File: config.mk
export PLATFORM = sky130hd
export DESIGN_NAME = ctrl_fsm
export DESIGN_NICKNAME = d
export VERILOG_FILES = /design/src/rtl/ctrl_fsm.sv
export SDC_FILE = /design/constraint.sdc
export NUM_CORES = 1
export LEC_CHECK = 0
export BUFFER_PORTS_ARGS = -buffer_cell sky130_fd_sc_hd__buf_4
export CORE_MARGIN = 5
export CORE_UTILIZATION = 56
export CTS_BUF_LIST = sky130_fd_sc_hd__clkbuf_2
export DETAILED_ROUTE_END_ITERATION = 16
export PLACE_DENSITY = 0.89
export SLEW_MARGIN = 0
export SYNTH_ARGS = -nofsm -noshare
export SYNTH_HDL_FRONTEND = slang
export SYNTH_SLANG_ARGS = --single-unit
File: constraint.sdc
create_clock -name clk -period 3.5 [get_ports clk]
set_input_delay 0.525 -clock clk [delete_from_list [all_inputs] [get_ports clk]]
set_output_delay 0.525 -clock clk [all_outputs]
set_load 0.02 [all_outputs]
File: src/rtl/ctrl_fsm.sv
// Multi-cycle fetch/decode/memory/execute controller for the accumulator datapath.
// Optional macro CTRL_ILLEGAL_TRAP_EN: undefined opcodes halt the machine and raise illop.
module ctrl_fsm #(
   parameter int unsigned CNT_W  = 16,
   parameter logic [7:0]  HLT_OP = 8'hFF
) (
   input  logic             clk,
   input  logic             rst,
   input  logic [7:0]       opcode,
   input  logic             zflag,
   output logic             muxPC,
   output logic             muxMAR,
   output logic             muxACC,
   output logic             loadMAR,
   output logic             loadPC,
   output logic             loadACC,
   output logic             loadMDR,
   output logic             loadIR,
   output logic [1:0]       opALU,
   output logic             memWE,
   output logic             halted,
   output logic [CNT_W-1:0] instr_count
`ifdef CTRL_ILLEGAL_TRAP_EN
   ,
   output logic             illop
`endif
);

   localparam logic [7:0] OP_ADD = 8'h01;
   localparam logic [7:0] OP_SUB = 8'h02;
   localparam logic [7:0] OP_AND = 8'h03;
   localparam logic [7:0] OP_NOT = 8'h04;
   localparam logic [7:0] OP_LDA = 8'h05;
   localparam logic [7:0] OP_STA = 8'h06;
   localparam logic [7:0] OP_JMP = 8'h07;
   localparam logic [7:0] OP_JZ  = 8'h08;

   // 4-bit encoding leaves spare codes; those fall into the default arm and recover to S_IDLE.
   typedef enum logic [3:0] {
      S_IDLE   = 4'd0,
      S_FETCH0 = 4'd1,
      S_FETCH1 = 4'd2,
      S_FETCH2 = 4'd3,
      S_DECODE = 4'd4,
      S_MEM    = 4'd5,
      S_EXEC   = 4'd6,
      S_HALT   = 4'd7
   } state_t;

   state_t           state_q, state_d;
   logic [CNT_W-1:0] cnt_q, cnt_d;
`ifdef CTRL_ILLEGAL_TRAP_EN
   logic             illop_q, illop_d;
`endif

   always_ff @(posedge clk or negedge rst) begin
      if (!rst) begin
         state_q <= S_IDLE;
         cnt_q   <= '0;
`ifdef CTRL_ILLEGAL_TRAP_EN
         illop_q <= 1'b0;
`endif
      end else begin
         state_q <= state_d;
         cnt_q   <= cnt_d;
`ifdef CTRL_ILLEGAL_TRAP_EN
         illop_q <= illop_d;
`endif
      end
   end

   always_comb begin
      state_d = state_q;
      cnt_d   = cnt_q;
`ifdef CTRL_ILLEGAL_TRAP_EN
      illop_d = illop_q;
`endif
      muxPC   = 1'b0;
      muxMAR  = 1'b0;
      muxACC  = 1'b0;
      loadMAR = 1'b0;
      loadPC  = 1'b0;
      loadACC = 1'b0;
      loadMDR = 1'b0;
      loadIR  = 1'b0;
      opALU   = 2'b00;
      memWE   = 1'b0;
      halted  = 1'b0;

      case (state_q)
         S_IDLE: state_d = S_FETCH0;
         S_FETCH0: begin
            loadMAR = 1'b1;
            state_d = S_FETCH1;
         end
         S_FETCH1: begin
            loadMDR = 1'b1;
            loadPC  = 1'b1;
            state_d = S_FETCH2;
         end
         S_FETCH2: begin
            loadIR  = 1'b1;
            state_d = S_DECODE;
         end
         S_DECODE: begin
            state_d = S_FETCH0;
            if (cnt_q != '1) cnt_d = cnt_q + CNT_W'(1);
            if (opcode == HLT_OP) begin
               state_d = S_HALT;
            end else begin
               case (opcode)
                  OP_ADD, OP_SUB, OP_AND, OP_LDA: begin
                     loadMAR = 1'b1;
                     muxMAR  = 1'b1;
                     state_d = S_MEM;
                  end
                  OP_STA: begin
                     loadMAR = 1'b1;
                     muxMAR  = 1'b1;
                     state_d = S_EXEC;
                  end
                  OP_NOT: begin
                     loadACC = 1'b1;
                     opALU   = 2'b11;
                  end
                  OP_JMP: begin
                     loadPC = 1'b1;
                     muxPC  = 1'b1;
                  end
                  OP_JZ: begin
                     loadPC = zflag;
                     muxPC  = 1'b1;
                  end
                  default: begin
`ifdef CTRL_ILLEGAL_TRAP_EN
                     // Trapping instruction is not retired.
                     cnt_d   = cnt_q;
                     illop_d = 1'b1;
                     state_d = S_HALT;
`endif
                  end
               endcase
            end
         end
         S_MEM: begin
            loadMDR = 1'b1;
            state_d = S_EXEC;
         end
         S_EXEC: begin
            state_d = S_FETCH0;
            case (opcode)
               OP_ADD: loadACC = 1'b1;
               OP_SUB: begin
                  loadACC = 1'b1;
                  opALU   = 2'b01;
               end
               OP_AND: begin
                  loadACC = 1'b1;
                  opALU   = 2'b10;
               end
               OP_LDA: begin
                  loadACC = 1'b1;
                  muxACC  = 1'b1;
               end
               OP_STA:  memWE = 1'b1;
               default: ;
            endcase
         end
         S_HALT: begin
            halted  = 1'b1;
            state_d = S_HALT;
         end
         default: state_d = S_IDLE;
      endcase
   end

   assign instr_count = cnt_q;
`ifdef CTRL_ILLEGAL_TRAP_EN
   assign illop = illop_q;
`endif

endmodule

After elaboration in Yosys (flattened, before gate mapping)
Index checks and enable logic that the tools add are counted.
{ "word_totals": {"wordCells": 55, "ff_bits": 20} }
{ "op_classes": {"addsub": 1, "reduce_logical": 7, "eq_ne": 17, "n_mux": 28} }
{ "ops": {"columns": ["cell", "n"], "rows": [
  ["8-bit by 3-bit equality test with 1-bit output, second input constant", 4],
  ["3-bit case mux with 7 select lines", 1],
  ["1-bit two-way mux", 17],
  ["16-bit by 1-bit adder with 16-bit output, second input constant", 1],
  ["4-bit by 3-bit equality test with 1-bit output, second input constant", 4],
  ["8-bit by 2-bit equality test with 1-bit output, second input constant", 2],
  ["16-bit != test, second input constant", 1],
  ["4-bit by 2-bit equality test with 1-bit output, second input constant", 2],
  ["8-bit by 1-bit equality test with 1-bit output, second input constant", 1],
  ["8-bit by 4-bit equality test with 1-bit output, second input constant", 1],
  ["8-bit equality test, second input constant", 1],
  ["1-bit case mux with 2 select lines", 4],
  ["2-bit case mux with 2 select lines", 2],
  ["3-bit case mux with 2 select lines", 1],
  ["2-bit OR reduction", 3],
  ["5-bit OR reduction", 1],
  ["4-bit by 1-bit equality test with 1-bit output, second input constant", 1],
  ["4-bit logical NOT", 1],
  ["2-bit two-way mux", 2],
  ["4-bit OR reduction", 1],
  ["3-bit two-way mux", 1],
  ["2-bit AND reduction", 1]
]} }

Depth between registers and ports, before layout
Gate-level depths: netlist of the first run.
{ "logic_depth": {"depth_word": 5, "ltp_mapped": 6} }

Worst setup path after synthesis of the first run
OpenSTA, ideal clock, no wires.
{ "synth_timing": {"path_type": "input -> output", "start": "input port opcode[5]", "end": "output port memWE", "path_buffers": 1, "required_ps": 2975, "arrival_ps": 2280, "setup_slack_ps": 695, "path_stages": 4, "cell_sequence": "or4_1 -> or2_2 -> clkbuf_1 -> nor4_1"} }
{ "synth_between": {"elab_chain_len": 3} }
{ "synth_rtl": {"columns": ["item", "line", "source"], "rows": [
  ["start, declared", "9", "input logic [7:0] opcode,"],
  ["8-bit by 3-bit equality test with 1-bit output", "151", "case (opcode)"],
  ["1-bit two-way mux", "151", null],
  ["1-bit two-way mux", "90", "case (state_q)"],
  ["end, declared", "20", "output logic memWE,"]
]} }
Every way passes these cells.

Worst setup path in the final report of the first run
{ "layout_timing": {"start": "input port opcode[5]", "end": "output port loadMAR"} }
{ "layout_between": {"elab_chain_len": 5, "word_cells_on_any_way": 10} }
{ "layout_rtl": {"columns": ["item", "line", "source"], "rows": [
  ["8-bit by 3-bit equality test with 1-bit output (tied with other cells)", "111", "case (opcode)"],
  ["5-bit OR reduction (no source line)", null, null],
  ["1-bit two-way mux", "111", null],
  ["1-bit two-way mux *", "108", "if (opcode == HLT_OP) begin"],
  ["1-bit case mux with 2 select lines *", "90", null],
  ["end, declared", "14", "output logic loadMAR,"]
]} }
Mark *: on every way between the ends. The rest lies on a longest branch, timed or not.

==> metrics.csv, run 1 <==
metric,value,unit
drt first pass iters,4,
area delta synth->final,25.6,%
endpoint type of the worst setup path,output port,
# rows,16,
DRT antenna net count,0,
CTS resizes,0,
Total GRT Usage,0.185,
Synth Cell Area,1190,sq um
Worst-path clk slew,0.19,ns
CP most frequent cell,buf_4,
CTS tree,done,
Mean Syn Cell Area,8.85,sq um
final-layout fill cell count,146,
via/cell ratio,5.98,
Final HPWL DP,2190,um
hold slack final,0.0478,ns
YS warnings,0,
final WL,2790,um
# port buffers,38,
Post-Syn Nets,146,
leakage,0.674,nW
"FFs w/ async S/R, synth",1.00,
final worst path period share,0.783,
Peak Freq,0.365,GHz
full die area,3140,sq um
"Req. time, crit path",2.97,ns
largest net degree at the start of global routing,20,
# H-tree levels,1,
Worst Skew,0.0116,ns
first-pass GRT wire length,4850,um
internal power,0.420,mW
Core ar.,1980,sq um
distinct cell type count after synthesis,40,
Die Wd,56.0,um
Remaining DRCs,0,
DRT iter0 DRCs,32,
Worst-Margin Slew,0.749,ns
Crit Path Max Fanout,5,
Worst EP arrival,2.22,ns
Ports,39,
Ant. Diodes,0,
# setup viols final,0,
unrepaired setup endpoints after global routing,false,
Sink Count,19,
startpoint types,input port,
Setup TNS Final,0,ns
combinational share of power,0.429,
Flop pwr share,0.444,
antenna violations before repair,0,
DR vias,1172,
Net Sw Power,0.309,mW
"Hold-fix buffers, CTS",0,
"EDFF count, synth",0,
Slew headroom,0.496,
Max Cap Violations,0,
switching part of the total,0.424,
CTS Buffer Depth,2,
wire per inst,14.2,um
Most used DFF post-synth,dfrtp_1,
critical path class,in -> out,
Synth Register Bits,19,
# Post-CTS Setup Buffers,0,
share of layout cells above drive strength 1,0.290,
initial core utilization,0.598,
Die H,56.0,um
"Seq/Total Area, Yosys",0.401,
peak supply drop,468,uV
area of the multi-input gates,661,sq um
later-pin clock latency in the skew report,0.30,ns
CTS buffer count,3,
grt ovf,0,
HP Class,in -> async,
Syn Inst Count,134,
register area,475,sq um
Worst path max stage delay,0.61,ns
Pins Over Slew Limit,0,
Clock power frac,0.128,
"Hold Vio Cnt, Final",0,
Pwr Density,489,nW/um^2
slowest CP cell,or4_1,
vias in the first global route,1150,
GPL Wtd Cong,0.790,
clock root buffer,clkbuf_2,
Tmin final,2.74,ns
fin nets,182,
status,"finished, final reports clean",
CP cell instances,"buf_4, or4_1, nor4b_1, nand3_1, a21oi_1, buf_4",
[sequential cells by signal, indices dropped and copies added (netlist names)]
name         flops
state_q          3
instr_count     16
[path summary, 6_finish.rpt]
| path | slack, ns | cells after the start | startpoint | to |
|---|---|---|---|---|
| min | 0.05 | 1 | rst | instr_count[8] |
| min in group clk | 0.53 | 1 | instr_count[8] | instr_count[8] |
| max reg2reg | 1.29 | 4 | state_q[1] | instr_count[15] |
| min reg2reg | 0.53 | 1 | instr_count[8] | instr_count[8] |
| max in group asynchronous | 3.24 | 1 | rst | state_q[1] |
| max | 0.76 | 6 | opcode[5] | loadMAR |
[critical path: cells and delay by family]
family	cells	cell delay (ns)
AO/OA/AOI/OAI	1	0.15
buffers and inverters	2	0.27
AND/OR/NAND/NOR	3	1.28
[synthesized netlist by cell type, types with 4 or more instances]
cell      number  share of area
nor3_1         8          0.034
nand4_1        6          0.032
nor4_1         4          0.021
inv_1          4          0.013
dfrtp_1       19           0.40
nor2_1        15          0.047
nand2_1        9          0.028
nand3_1       13          0.055
xor2_1         9          0.066
clkbuf_1       4          0.013
xnor2_1        4          0.030
[per-layer routing]
layer  vias up  GRT usage  routed length (um)  part of all wire
li1        559          -                   -                 -
met1       554      0.223                1140              0.41
met2        55      0.314                1410              0.51
met3         4     0.0325                 194             0.070
met4         0     0.0915                  43             0.015
met5         -          0                   0                 0
[cell families after synthesis]
family / count (synthesis) / share of synthesized area
and+or+nand+nor: 74 / 0.350
DFF: 19 / 0.401
AOI/OAI and AO/OA: 13 / 0.0728
xor gates and xnor gates: 13 / 0.0960
buffers and inverters: 11 / 0.0422
muxes: 3 / 0.0274
adders and majority gates: 1 / 0.0105
[cell type report]
type                    count  area share
flip-flops and latches     19       0.319
clock buffers               3      0.0101
well taps                  27      0.0227
inverters                   4      0.0101
clock inverters             1     0.00336
multi-input cells         104       0.443
repair buffers             38       0.191
[per-stage QoR]
| step | utilization | std cells | area [sq um] | setup slack [ns] | power (mW) |
|---|---|---|---|---|---|
| 3_5_place_dp | 0.742 | 192 | 1470 | 0.792 | 0.642 |
| 3_3_place_gp | 0.742 | 192 | 1470 | 0.840 | 0.629 |
| 6_report | 0.752 | 196 | 1490 | 0.758 | 0.729 |
| 5_1_grt | 0.752 | 196 | 1490 | 0.586 | 0.783 |
| 4_1_cts | 0.752 | 196 | 1490 | 0.783 | 0.734 |
| 2_1_floorplan | - | 134 | 1190 | 0.695 | 0.515 |
[power groups by stage]
stage / Sequential (mW) / Combinational (mW) / Clock (mW)
2_1_floorplan: 0.336 / 0.179 / 0
3_3_place_gp: 0.323 / 0.306 / 0
3_5_place_dp: 0.327 / 0.314 / 0
4_1_cts: 0.322 / 0.315 / 0.0967
5_1_grt: 0.334 / 0.340 / 0.109
6_report: 0.323 / 0.312 / 0.0929
[cells in the final DEF (no fill, tap or decap), types with 2 or more instances in the layout]
cell type and instances:
and4_1 2, nor2_1 15, clkbuf_2 3, a211oi_1 2, buf_4 38, nand2_1 9
nor4b_1 2, o21ai_0 2, mux2_2 2, nand4_1 6, inv_1 4, xnor2_1 4
dfrtp_1 19, nand3_1 13, xor2_1 9, a21oi_1 3, nor4_1 4, nand3b_1 3
nor3_1 8, and3_1 2
(Power assumes the default switching activity.)
==> run 2: changes to the inputs <==
--- a/config.mk
+++ b/config.mk
@@ -7,10 +7,10 @@
 export LEC_CHECK = 0
 export BUFFER_PORTS_ARGS = -buffer_cell sky130_fd_sc_hd__buf_4
 export CORE_MARGIN = 5
-export CORE_UTILIZATION = 56
+export CORE_UTILIZATION = 52
 export CTS_BUF_LIST = sky130_fd_sc_hd__clkbuf_2
 export DETAILED_ROUTE_END_ITERATION = 16
-export PLACE_DENSITY = 0.89
+export PLACE_DENSITY = 0.84
 export SLEW_MARGIN = 0
 export SYNTH_ARGS = -nofsm -noshare
 export SYNTH_HDL_FRONTEND = slang
==> constraint.sdc (replaced) <==
create_clock -name clk -period 2.7 [get_ports clk]
set_input_delay 0.405 -clock clk [delete_from_list [all_inputs] [get_ports clk]]
set_output_delay 0.405 -clock clk [all_outputs]
set_load 0.02 [all_outputs]
==> run 2 against run 1 <==
Effect of this change:
- clock-buffer cell count grew 1
- clock power is 37% higher
- first-iteration DRC count is 31% lower
- non-clock buffer count up 4
- hold slack gained 0.41 ns
- die area is 6.3% higher
- largest power group unchanged
==> metrics.csv, run 2 (same netlist as run 1, synthesis figures left out) <==
metric,value,unit
Slew headroom,0.651,
first-pass GRT wire length,4870,um
endpoint type of the worst setup path,output port,
"leading cell types in the layout, fill and taps excluded","buf_4, dfrtp_1, nor2_1, nand3_1",
WP buf/inv,2,
CTS buffer count,3,
Total GRT Usage,0.185,
max reg flops,16,
DR vias,1160,
# rows,17,
Ant. Diodes,0,
critical path's top delay family,simple AND/OR/NAND/NOR gates,
HP Class,in -> async,
slowest CP cell,or4_1,
leakage,0.693,nW
Pins Over Slew Limit,0,
Max Cap Violations,0,
share of layout cells above drive strength 1,0.301,
final cell count without fillers,201,
Pwr Density,632,nW/um^2
largest net degree at the start of global routing,20,
clock root buffer,clkbuf_2,
later-pin clock latency in the skew report,0.32,ns
grt ovf,0,
CP cell instances,"buf_4, or4_1, nor4b_1, nand3_1, a21oi_1, buf_4",
wire per inst,14.0,um
drt first pass iters,4,
"most common cell after layout, fill and taps aside",buf_4,
Post-Place Cells,196,
Worst-path clk slew,0.18,ns
area delta synth->final,28.5,%
via/cell ratio,5.77,
Die Wd,57.8,um
"Hold Vio Cnt, Final",0,
# port buffers,38,
Die H,57.8,um
Peak Freq,0.403,GHz
DRT antenna net count,0,
antenna violations before repair,0,
Tmin final,2.48,ns
peak supply drop,478,uV
CTS tree,done,
Remaining DRCs,0,
vias in the first global route,1108,
Worst path max stage delay,0.60,ns
Setup TNS Final,0,ns
"Req. time, crit path",2.30,ns
startpoint types,input port,
Core ar.,2190,sq um
Worst Skew,0.00915,ns
full die area,3340,sq um
CP most frequent cell,buf_4,
final WL,2820,um
critical path class,in -> out,
status,"finished, final reports clean",
dpl cell area,1490,sq um
initial core utilization,0.541,
finished layout cell area,1520,sq um
Ports,39,
Sink Count,19,
fin nets,186,
Worst-Margin Slew,0.516,ns
# H-tree levels,1,
# setup viols final,0,
hold slack final,0.463,ns
final worst path period share,0.920,
GPL Wtd Cong,0.872,
Final HPWL DP,2170,um
DRT iter0 DRCs,22,
Crit Path Max Fanout,5,
Worst EP arrival,2.08,ns
CTS Buffer Depth,2,
unrepaired setup endpoints after global routing,false,
[run 2: cell types whose count changed in the layout (fill, tap and decap cells not counted), sizes merged]
cell	change
buf	+3
clkbuf	+1
clkinv	-1
dlygate4sd3	+1
[run 2: power breakdown]
group	switching [mW]	internal (mW)
Combinational	0.231	0.181
Sequential	0.0879	0.335
Clock	0.0876	0.0392
Total	0.407	0.556
[run 2: worst register-to-register path, stage by stage, from the launching register on]
cell	delay, ns
dfrtp_1	0.52
or3b_1	0.44
or4b_4	0.56
nor2_1	0.12
mux2_2	0.34
[run 2: layout make-up]
cell class                      count  area [sq um]
Fill cell                         170           667
Multi-Input combinational cell    104           661
Sequential cell                    19           475
Timing Repair Buffer               42           318
Tap cell                           28          35.0
Clock buffer                        4          20.0
Inverter                            4          15.0
[run 2: layer usage]
layer,track usage,wire (um),part of all wire
met2,0.300,1340,0.47
met5,0,0,0
met3,0.0334,176,0.062
met1,0.239,1250,0.44
met4,0.0861,56,0.020
[run 2: through the flow]
step	worst slack (ns)	total power [mW]	utilization
floorplan	0.135	0.668	-
global placement	0.287	0.827	0.682
detailed placement	0.201	0.840	0.682
CTS	0.189	0.969	0.696
global route	0.0426	1.03	0.696
finish	0.216	0.963	0.696
[run 2: what timing repair did]
item / CTS / global route
setup endpoints to repair: 0 / 0
gates resized for setup: 0 / 0
hold buffers: 1 / 0
hold endpoints to repair: 19 / 0
setup buffers: 0 / 0
[run 2: worst paths after layout]
check,from,to,slack (ns),cells past startpoint
max,opcode[5],loadMAR,0.22,6
min,rst,instr_count[2],0.46,2
max reg2reg,state_q[1],instr_count[15],0.65,4
min reg2reg,instr_count[8],instr_count[8],0.51,1
max in group asynchronous,rst,instr_count[3],2.04,2
min in group clk,opcode[0],state_q[0],0.46,3
==> run 3: changes to the inputs <==
--- a/config.mk
+++ b/config.mk
@@ -11,6 +11,7 @@
 export CTS_BUF_LIST = sky130_fd_sc_hd__clkbuf_2
 export DETAILED_ROUTE_END_ITERATION = 16
 export PLACE_DENSITY = 0.84
+export RECOVER_POWER = 25
 export SLEW_MARGIN = 0
 export SYNTH_ARGS = -nofsm -noshare
 export SYNTH_HDL_FRONTEND = slang
==> run 3 against run 2 <==
Effect of this change:
- die area stayed put
- register-to-register slack hardly changed
- via count stayed put
- clock power hardly changed
- sequential power hardly changed
- hold slack hardly changed
- sequential share of layout area is 0.077 points higher
- largest cell class unchanged
==> metrics.csv, run 3 (same netlist as run 1, synthesis figures left out) <==
metric,value,unit
Pwr Density,633,nW/um^2
internal power,0.555,mW
leakage,0.690,nW
switching part of the total,0.423,
Die Wd,57.8,um
Net Sw Power,0.407,mW
Max Cap Violations,0,
clock root buffer,clkbuf_2,
CTS tree,done,
CTS Buffer Depth,2,
Peak Freq,0.403,GHz
Ant. Diodes,0,
Flop pwr share,0.440,
share of layout cells above drive strength 1,0.295,
final worst path period share,0.920,
Post-Place Cells,196,
Crit Path Max Fanout,5,
DR vias,1160,
"Req. time, crit path",2.30,ns
antenna violations before repair,0,
WP buf/inv,2,
"Hold Vio Cnt, Final",0,
first-pass GRT wire length,4870,um
CP most frequent cell,buf_4,
Total GRT Usage,0.185,
slowest CP cell,or4_1,
critical path's top delay family,simple AND/OR/NAND/NOR gates,
HP Class,in -> reg,
"leading cell types in the layout, fill and taps excluded","buf_4, dfrtp_1, nor2_1, nand3_1",
Core ar.,2190,sq um
# port buffers,38,
Remaining DRCs,0,
grt ovf,0,
DRT iter0 DRCs,22,
Clock power frac,0.132,
# setup viols final,0,
status,"finished, final reports clean",
CTS resizes,0,
full die area,3340,sq um
via/cell ratio,5.77,
vias in the first global route,1108,
startpoint types,input port,
peak supply drop,478,uV
Worst-Margin Slew,0.999,ns
hold slack final,0.463,ns
"most common cell after layout, fill and taps aside",buf_4,
final cell count without fillers,201,
Setup TNS Final,0,ns
drt first pass iters,4,
Slew headroom,0.334,
wire per inst,14.0,um
critical path class,in -> out,
Worst path max stage delay,0.60,ns
fin nets,186,
Final HPWL DP,2170,um
DRT antenna net count,0,
final setup margin,0.216,ns
initial core utilization,0.541,
unrepaired setup endpoints after global routing,false,
combinational share of power,0.428,
later-pin clock latency in the skew report,0.32,ns
GPL Wtd Cong,0.872,
dpl ws,0.201,ns
max reg flops,16,
Sink Count,19,
# H-tree levels,1,
# rows,17,
final WL,2820,um
Worst Skew,0.00911,ns
area delta synth->final,28.2,%
Ports,39,
Worst-path clk slew,0.17,ns
largest net degree at the start of global routing,20,
Pins Over Slew Limit,0,
CTS buffer count,3,
Worst EP arrival,2.08,ns
Tmin final,2.48,ns
endpoint type of the worst setup path,output port,
Die H,57.8,um
CP cell instances,"buf_4, or4_1, nor4b_1, nand3_1, a21oi_1, buf_4",
## run 3: changes by cell type in the layout (fill, tap and decap cells not counted), sizes merged
cell    before  now
buf         41   40
clkbuf       4    5
## run 3: power groups by stage
stage / registers (mW) / clock network [mW] / logic (mW)
2_1_floorplan: 0.436 / 0 / 0.232
3_3_place_gp: 0.422 / 0 / 0.405
3_5_place_dp: 0.427 / 0 / 0.413
4_1_cts: 0.421 / 0.131 / 0.416
5_1_grt: 0.436 / 0.140 / 0.452
6_report: 0.423 / 0.127 / 0.412
## run 3: what timing repair did
item / 4_1_cts / 5_1_grt
hold endpoints to repair: 19 / 0
setup buffers: 0 / 0
setup endpoints to repair: 0 / 0
hold buffers: 1 / 0
## run 3: stage by stage
| stage | area, sq um | util | power (mW) |
|---|---|---|---|
| after global placement | 1490 | 0.682 | 0.827 |
| after detailed placement | 1490 | 0.682 | 0.840 |
| final | 1520 | 0.694 | 0.962 |
| after CTS | 1520 | 0.696 | 0.969 |
| after global routing | 1520 | 0.694 | 1.03 |
| after floorplan | 1190 | - | 0.668 |
## run 3: final timing paths
kind | from | end | slack, ns | cells past startpoint
worst max-delay path | opcode[5] | loadMAR | 0.22 | 6
worst min-delay path | opcode[0] | state_q[0] | 0.46 | 3
worst max register to register | state_q[1] | instr_count[15] | 0.65 | 4
worst min register to register | instr_count[8] | instr_count[8] | 0.51 | 1
max in group asynchronous | rst | instr_count[3] | 1.36 | 2
min in group asynchronous | rst | instr_count[2] | 0.74 | 2
## run 3: tightest hold or removal path, delay by kind of cell
family	cells	cell delay (ns)
AO/OA/AOI/OAI	1	0.14
AND/OR/NAND/NOR	1	0.06
buffers and inverters	1	0.14
## run 3: per-layer routing
layer / share of wire / global-route usage
met5: 0 / 0
met4: 0.020 / 0.0861
met1: 0.44 / 0.239
met2: 0.47 / 0.300
met3: 0.065 / 0.0334
## run 3: cell type report
type / instances / area, sq um
clock buffer: 4 / 20.0
fill: 170 / 671
inverter: 4 / 15.0
multi-input combinational: 104 / 661
sequential: 19 / 475
tap: 28 / 35.0
timing repair buffer: 42 / 314
